## src/rtl/mult_seq_ctrl.sv

```systemverilog
// -----------------------------------------------------------------------------
// mult_seq_ctrl
//
// Sequential unsigned WIDTH x WIDTH multiplier. One 2-bit x 2-bit multiplier
// cell is reused for every pair of 2-bit digits of the operands. Each partial
// product is shifted into place and added into a 2*WIDTH-bit accumulator.
// An operation takes D*D cycles in RUN, where D = WIDTH/2.
//
// Optional feature, enabled by defining MULT_SEQ_ZERO_BYPASS_EN:
//   an operand pair where a == 0 or b == 0 skips RUN. The result 0 is
//   presented one cycle after accept.
//
// Ports
//   clk        rising-edge clock
//   rst        synchronous active-high reset
//   in_valid   operand pair on a/b is valid
//   in_ready   controller is IDLE and can accept operands (low during rst)
//   a, b       WIDTH-bit unsigned operands, captured on accept
//   out_valid  p holds a completed product (registered)
//   out_ready  consumer accepts p; only looked at while out_valid is high
//   p          2*WIDTH-bit product register; holds its value until the next
//              operation completes
//   busy       high whenever the controller is not IDLE
// -----------------------------------------------------------------------------

// 2-bit x 2-bit unsigned multiplier cell. It is shared by all digit steps.
module mult_2_bit (
    input  logic [1:0] a_i,
    input  logic [1:0] b_i,
    output logic [3:0] p_o
);
    assign p_o = {2'b00, a_i} * {2'b00, b_i};
endmodule

module mult_seq_ctrl #(
    parameter int WIDTH = 8
) (
    input  logic                 clk,
    input  logic                 rst,
    input  logic                 in_valid,
    output logic                 in_ready,
    input  logic [WIDTH-1:0]     a,
    input  logic [WIDTH-1:0]     b,
    output logic                 out_valid,
    input  logic                 out_ready,
    output logic [2*WIDTH-1:0]   p,
    output logic                 busy
);
    localparam int D  = WIDTH / 2;
    localparam int CW = (D > 1) ? $clog2(D) : 1;
    localparam int PW = 2 * WIDTH;
    // The largest shift is 2*(i+j) = 4*(D-1). CW+2 bits hold it.
    localparam int SW = CW + 2;
    localparam logic [CW-1:0] LAST = CW'(D - 1);

    typedef enum logic [1:0] {
        S_IDLE = 2'd0,
        S_RUN  = 2'd1,
        S_DONE = 2'd2
    } state_t;

    state_t           state_q;
    logic [WIDTH-1:0] a_q;
    logic [WIDTH-1:0] b_q;
    logic [PW-1:0]    acc_q;
    logic [PW-1:0]    p_q;
    logic             out_valid_q;
    logic [CW-1:0]    i_q;
    logic [CW-1:0]    j_q;

    // ------------------------------------------------------------------
    // Split the captured operands into 2-bit digits.
    // ------------------------------------------------------------------
    logic [1:0] a_dig [D];
    logic [1:0] b_dig [D];

    for (genvar gi = 0; gi < D; gi++) begin : g_dig
        assign a_dig[gi] = a_q[2*gi +: 2];
        assign b_dig[gi] = b_q[2*gi +: 2];
    end

    logic [1:0] cell_a;
    logic [1:0] cell_b;
    logic [3:0] pp;

    assign cell_a = a_dig[i_q];
    assign cell_b = b_dig[j_q];

    mult_2_bit u_cell (
        .a_i (cell_a),
        .b_i (cell_b),
        .p_o (pp)
    );

    // Zero-extend the partial product before shifting it into position.
    logic [SW-1:0] shamt;
    logic [PW-1:0] pp_shift;
    logic [PW-1:0] acc_d;
    logic          last_step;

    assign shamt     = {1'b0, i_q, 1'b0} + {1'b0, j_q, 1'b0};
    assign pp_shift  = PW'(pp) << shamt;
    assign acc_d     = acc_q + pp_shift;
    assign last_step = (i_q == LAST) && (j_q == LAST);

    // ------------------------------------------------------------------
    // Controller
    // ------------------------------------------------------------------
    always_ff @(posedge clk) begin
        if (rst) begin
            state_q     <= S_IDLE;
            a_q         <= '0;
            b_q         <= '0;
            acc_q       <= '0;
            p_q         <= '0;
            out_valid_q <= 1'b0;
            i_q         <= '0;
            j_q         <= '0;
        end else begin
            case (state_q)
                S_IDLE: begin
                    // in_ready is high in IDLE whenever rst is low, so
                    // in_valid alone qualifies the accept here.
                    if (in_valid) begin
                        a_q   <= a;
                        b_q   <= b;
                        acc_q <= '0;
                        i_q   <= '0;
                        j_q   <= '0;
`ifdef MULT_SEQ_ZERO_BYPASS_EN
                        // A zero operand makes the product zero. Skip RUN
                        // and present the result right away.
                        if ((a == '0) || (b == '0)) begin
                            state_q     <= S_DONE;
                            p_q         <= '0;
                            out_valid_q <= 1'b1;
                        end else begin
                            state_q <= S_RUN;
                        end
`else
                        state_q <= S_RUN;
`endif
                    end
                end

                S_RUN: begin
                    acc_q <= acc_d;
                    // j is the inner digit loop. i advances when j wraps.
                    if (j_q == LAST) begin
                        j_q <= '0;
                        i_q <= (i_q == LAST) ? '0 : i_q + CW'(1);
                    end else begin
                        j_q <= j_q + CW'(1);
                    end
                    // Load the final sum into p when DONE is entered.
                    // This keeps p unchanged during every RUN step.
                    if (last_step) begin
                        state_q     <= S_DONE;
                        p_q         <= acc_d;
                        out_valid_q <= 1'b1;
                    end
                end

                S_DONE: begin
                    if (out_ready) begin
                        out_valid_q <= 1'b0;
                        state_q     <= S_IDLE;
                    end
                end

                default: begin
                    state_q     <= S_IDLE;
                    out_valid_q <= 1'b0;
                end
            endcase
        end
    end

    // in_ready and busy are decoded from the state register. in_ready is
    // also masked by rst, so no accept can coincide with a reset edge.
    assign in_ready  = (state_q == S_IDLE) && !rst;
    assign busy      = (state_q != S_IDLE);
    assign out_valid = out_valid_q;
    assign p         = p_q;

endmodule

```

## config.mk

```make
export PLATFORM = sky130hd
export DESIGN_NAME = mult_seq_ctrl
export DESIGN_NICKNAME = d
export VERILOG_FILES = /design/src/rtl/mult_seq_ctrl.sv
export SDC_FILE = /design/constraint.sdc
export NUM_CORES = 1
export LEC_CHECK = 0
export BUFFER_PORTS_ARGS = -buffer_cell sky130_fd_sc_hd__buf_2
export CAP_MARGIN = 0
export CORE_MARGIN = 2
export CORE_UTILIZATION = 55
export CTS_CLUSTER_DIAMETER = 40
export DETAILED_ROUTE_END_ITERATION = 12
export GPL_ROUTABILITY_DRIVEN = 1
export PLACE_DENSITY = 0.77
export SLEW_MARGIN = 20
export SYNTH_ARGS = -nofsm -noshare
export SYNTH_HDL_FRONTEND = slang
export SYNTH_SLANG_ARGS = --single-unit
```

## constraint.sdc

```tcl
create_clock -name clk -period 4.1 [get_ports clk]
set_clock_uncertainty 0.15 [all_clocks]
set_input_delay 0.205 -clock clk [delete_from_list [all_inputs] [get_ports clk]]
set_output_delay 0.205 -clock clk [all_outputs]
set_load 0.01 [all_outputs]
```

==> impl_metrics.toml, run 1 <==
[timing]
min_period_ns = 3.94
rsz0062_at_grt = "false"
max_freq_mhz = 254
final.setup.tns_ns = 0
setup_viol = 0
relSlewSlack = 0.300
finalMaxSlewViolations = 0
worst_pin_slew_ns = 1.05
hold_viol = 0
finalCritPeriodShare = 0.961

[detailed_routing]
drt-vias-per-instance = 5.86
drcViolationCount = 0
num_vias = 2902
wl_per_cell_um = 16.0
drt_pre_antenna_iters = 4
antenna_left = 0
drt_iter0_drc = 188
drt_wl_total_um = 7930

[cts]
cts_buffer_depth = 2
h-tree-depth = 2
clockRootBuffer = "clkbuf_8"
clkTransAtPathRegs_ns = 0.10
cts-buffers-inserted = 5
insertion_delay_ns = 0.31
clock-sinks = 55
cts_tree = "yes"

[critical_path]
crit_buf_inv = 0
cp_slowest_cell = "mux4_2"
critPathLaunchType = "flip-flop"
worstSetupEndpointType = "flip-flop"
path_max_fanout = 6
crit_arrival_ns = 4.05
path_cells = "mux4_2, and2_1, ha_2, ha_4, nor2b_1, a31oi_2, nor2_1, ha_1, and2b_1, o31a_4, o21ai_2, o31a_1, or4_1, nand3_1"
cp.required_ns = 4.21
worstSetupPathType = "flip-flop to flip-flop"
path_delay_family = "simple AND/OR/NAND/NOR gates"
max_stage_delay_ns = 0.55

[global_route]
overflow = 0
grt_max_degree = 62
grt_pass1_wl_um = 13400
grt_pass1_vias = 2902
antenna_found_initial = 0
grt_use_total = 0.268

[synth]
synth_area_leaders = "dfxtp_1 35%, ha_1 8.3%, nand2_1 6.8%"
async_flop_share = 0
ys_seq_area_frac = 0.347
synth_edf_count = 0
yosys.area.top_type = "dfxtp_1"
ys_ff_latch = 55
netlist_instances = 381
yosysTopAreaCellShare = 0.347
synthDistinctLibCells = 58
synthesis.area_um2 = 3170
synth-main-ff-cell = "dfxtp_1"
syn-num-nets = 424
avgSynthCellArea_um2 = 8.32
synth_warnings = 0

[placed_design]
gp_congestion = 0.965
place_hpwl_um = 5520
port_buffers = 38
dp_cells = 471
placed_area_um2 = 3370

[final_layout]
final_cell_mix = "57 x nand2_1, 53 x dfxtp_1, 39 x nor2_1"
fin_util = 0.664
area_delta_synth_final_pct = 16.1
fill_cells = 484
nets = 466
design_area_um2 = 3680
multiInputGateArea_um2 = 1980
layout_commonest_cell = "nand2_1"
antenna_cells = 0
drive_gt1_frac = 0.168
seq_area_um2 = 1110
fin_cells = 495

[floorplan]
start_util = 0.572
io_pins = 39
rows = 27
core_area_um2 = 5540
dieArea_um2 = 6390
fp.dieH_um = 79.9
die_w_um = 79.9

[power]
power_density_nw_per_um2 = 260
vdd_drop_max_mv = 0.192
p_leak_uw = 0.00159

[status]
status = "completed"

[flow_run]
cap_violations = 0

[worst_hold_path]
holdCritPathClass = "primary input to flip-flop"
path summary, 6_finish.rpt:
| kind | start | endpoint | slack [ns] | cells after the start |
|---|---|---|---|---|
| worst max register to register | i_q[0] | p[12] | 0.16 | 14 |
| worst min-delay path | out_ready | state_q[1] | 0.02 | 4 |
| worst min register to register | p[5] | p[5] | 0.30 | 2 |
| worst max-delay path | i_q[0] | p[12] | 0.16 | 14 |
timing repair:
item                                    4_1_cts  5_1_grt
endpoints found under the setup margin        6       17
hold buffers                                 16        0
gates resized for setup                       1       11
pin swaps                                     0        6
endpoints found under the hold margin        16        0
setup buffers                                 0        1
cells by family after synthesis:
family / count (synthesis) / share of synthesized area
flip-flops: 55 / 0.347
XOR/XNOR: 14 / 0.0387
multiplexers: 5 / 0.0316
AO/OA/AOI/OAI: 98 / 0.216
buffers and inverters: 32 / 0.0415
AND/OR/NAND/NOR: 154 / 0.230
adder cells (fa/ha/maj): 23 / 0.0955
stage by stage:
stage,worst slack [ns],hold WS [ns],power [uW]
2_1_floorplan,0.366,0.191,611
3_3_place_gp,0.132,0.289,632
3_5_place_dp,-0.0506,0.296,635
4_1_cts,0.0162,0.0123,958
5_1_grt,0.0264,0.0531,990
6_report,0.160,0.0163,956
per-layer routing:
layer  vias up  global-route usage  wire length [um]
met3        27              0.0532               381
met2        83               0.432              3570
li1       1447                   -                 -
met5         -                   0                 0
met1      1345               0.351              3690
met4         0               0.107               285
synth_stat cells (7+ instances only):
| library cell | count |
|---|---|
| a21o_1 | 7 |
| a21oi_1 | 36 |
| a22o_1 | 9 |
| clkbuf_1 | 13 |
| dfxtp_1 | 55 |
| ha_1 | 21 |
| inv_1 | 10 |
| nand2_1 | 57 |
| nand3_1 | 8 |
| nor2_1 | 40 |
| nor3_1 | 10 |
| xnor2_1 | 10 |
registers in the layout, indices dropped and copies added, names as in the netlist:
register and flops:
acc_q 16, p 16, a_q 8, b_q 8, i_q 2, j_q 2
state_q 2, out_valid 1
worst reg2reg max path, stage by stage (launching register included):
cell,delay [ns]
dfxtp_4,0.40
mux4_2,0.55
and2_1,0.17
ha_2,0.19
ha_4,0.22
nor2b_1,0.13
a31oi_2,0.29
nor2_1,0.10
ha_1,0.36
and2b_1,0.17
o31a_4,0.16
o21ai_2,0.09
o31a_1,0.33
or4_1,0.47
nand3_1,0.09
cell type report:
cell class / instances / share of cell area
multi-input cells: 294 / 0.538
well taps: 72 / 0.0245
inverters: 10 / 0.0102
clock inverters: 1 / 0.00238
repair buffers: 57 / 0.101
flip-flops and latches: 55 / 0.301
clock buffers: 6 / 0.0224
report_power, final:
| part | leakage, uW | internal [uW] | total (uW) | switching [uW] |
|---|---|---|---|---|
| combinational | 0.00110 | 35.9 | 84.1 | 48.3 |
| clock | 0.0000477 | 137 | 319 | 183 |
| sequential | 0.000447 | 544 | 552 | 8.30 |
| total | 0.00159 | 717 | 956 | 239 |
Note: power is estimated with default switching activity, not from simulation.
==> run 2: changes to the inputs <==
--- a/config.mk
+++ b/config.mk
@@ -12,8 +12,9 @@
 export CTS_CLUSTER_DIAMETER = 40
 export DETAILED_ROUTE_END_ITERATION = 12
 export GPL_ROUTABILITY_DRIVEN = 1
-export PLACE_DENSITY = 0.77
+export PLACE_DENSITY = 0.82
 export SLEW_MARGIN = 20
 export SYNTH_ARGS = -nofsm -noshare
 export SYNTH_HDL_FRONTEND = slang
+export SYNTH_HIERARCHICAL = 1
 export SYNTH_SLANG_ARGS = --single-unit
==> impl_metrics.toml, run 2 <==
[critical_path]
crit_path_start = "i_q[1]"
endpoint = "acc_q[14]"
r2r_cells = 12
cp.required_ns = 4.16
worstSetupPathType = "flip-flop to flip-flop"
crit_arrival_ns = 3.92
worstSetupEndpointType = "flip-flop"
critPathLaunchType = "flip-flop"
r2r_end = "acc_q[14]"
r2r_start = "i_q[1]"
path_max_fanout = 5
r2r_slack_ns = 0.23

[synth]
yosysMostFrequentCell = "nand2_1"
synth_common_cells = "66 x nand2_1, 55 x dfxtp_1, 40 x a21oi_1"
synthDistinctLibCells = 50
ys_seq_area_frac = 0.358
synth_area_leaders = "dfxtp_1 36%, ha_1 8.1%, nand2_1 8.1%"
avgSynthCellArea_um2 = 8.19
synthesis.area_um2 = 3070
syn-num-nets = 417
yosysTopAreaCellShare = 0.358
async_flop_share = 0
yosys.area.top_type = "dfxtp_1"
synth_edf_count = 0
ys_ff_latch = 55
synth_warnings = 6
synth-main-ff-cell = "dfxtp_1"
netlist_instances = 375

[timing]
relSlewSlack = 0.373
final.setup.tns_ns = 0
rsz0062_at_grt = "false"
setup_ws_ns = 0.232
min_period_ns = 3.87
finalCritPeriodShare = 0.943
hold_viol = 0
max_freq_mhz = 259
worst_pin_slew_ns = 0.940
setup_viol = 0
finalMaxSlewViolations = 0

[final_layout]
layout_commonest_cell = "nand2_1"
fin_util = 0.661
nets = 462
antenna_cells = 0
area_delta_synth_final_pct = 16.9
fill_cells = 444
final_cell_mix = "66 x nand2_1, 53 x dfxtp_1, 40 x a21oi_1"
drive_gt1_frac = 0.147
fin_cells = 493

[cts]
clockRootBuffer = "clkbuf_8"
h-tree-depth = 2
cts_buffer_depth = 2
cts_tree = "yes"
clock-sinks = 55
post-cts-setup-buffers = 0
insertion_delay_ns = 0.31
clkTransAtPathRegs_ns = 0.10
cts-buffers-inserted = 5

[detailed_routing]
num_vias = 2858
drt_pre_antenna_iters = 4
drt-vias-per-instance = 5.80
drt_wl_total_um = 7600
drcViolationCount = 0
drt_iter0_drc = 143
wl_per_cell_um = 15.4
antenna_left = 0

[placed_design]
dp_cells = 468
port_buffers = 38
pre_cts_ws_ns = 0.124
gp_congestion = 0.954
place_hpwl_um = 5130

[worst_hold_path]
holdCritPathClass = "flip-flop to flip-flop"
min-delay-start = "p[4]"

[power]
p_leak_uw = 0.00146
vdd_drop_max_mv = 0.261
power_density_nw_per_um2 = 282

[status]
status = "completed"

[floorplan]
start_util = 0.565
die_w_um = 78.7
rows = 27
dieArea_um2 = 6200
io_pins = 39
core_area_um2 = 5440
fp.dieH_um = 78.7

[global_route]
grt_max_degree = 57
grt_pass1_vias = 2751
antenna_found_initial = 0
grt_pass1_wl_um = 12500
grt_use_total = 0.254
overflow = 0

[flow_run]
cap_violations = 0
[run 2: per-layer routing]
layer / share of wire / wire length, um / track usage / up-vias
met2: 0.51 / 3900 / 0.474 / 67
met5: 0 / 0 / 0 / -
li1: - / - / - / 1423
met1: 0.43 / 3280 / 0.295 / 1353
met3: 0.038 / 287 / 0.0398 / 15
met4: 0.018 / 134 / 0.0807 / 0
[run 2: final cells by class]
| class | instances | area (um2) | area share |
|---|---|---|---|
| multi-input cells | 297 | 1900 | 0.528 |
| flip-flops and latches | 55 | 1100 | 0.307 |
| repair buffers | 57 | 375 | 0.104 |
| well taps | 72 | 90.1 | 0.0251 |
| clock buffers | 6 | 72.6 | 0.0202 |
| clock inverters | 2 | 38.8 | 0.0108 |
| inverters | 4 | 15.0 | 0.00418 |
[run 2: timing repair]
item,in CTS,in global routing
hold endpoints to repair,17,0
setup endpoints to repair,0,4
resized for setup,0,4
hold buffers,17,0
[run 2: how the worst min path moves through the flow]
| stage | end | depth (start not counted) |
|---|---|---|
| 5_1_grt | b_q[0] | 2 |
| 2_1_floorplan | a_q[0] | 2 |
| 6_report | p[4] | 2 |
| 3_5_place_dp | p[5] | 2 |
| 4_1_cts | p[5] | 2 |
| 3_3_place_gp | p[5] | 2 |
[run 2: report_power, final]
part           internal (uW)  switching (uW)
Clock                    185             185
Sequential               545            8.71
Combinational           40.3            49.3
Total                    771             243
[run 2: metrics by stage]
stage	cell area (um2)	power, uW	hold WS (ns)
6_report	3590	1010	0.313
5_1_grt	3590	1050	0.338
4_1_cts	3580	1010	0.313
3_5_place_dp	3290	640	0.298
3_3_place_gp	3290	637	0.291
2_1_floorplan	3070	616	0.191
[run 2: cell families (layout without fill, tap and decap cells)]
kind of cell    count (synthesis)  in the layout  synth area share
mux                             6              6            0.0358
buf+inv                        23             69            0.0289
xor+xnor                       11             11            0.0314
flops                          55             55             0.358
simple gates                  157            157             0.246
compound gates                101            101             0.205
fa+ha+maj                      22             22            0.0945
[run 2: worst max-delay path, cell delays in order, from the launching register on]
cell      delay (ns)
dfxtp_2         0.40
mux4_2          0.52
and2_1          0.18
ha_1            0.19
ha_1            0.32
a31oi_1         0.23
nor2b_1         0.07
ha_1            0.42
a21o_2          0.23
a311oi_4        0.07
or4_4           0.56
and4_4          0.19
a211o_1         0.23
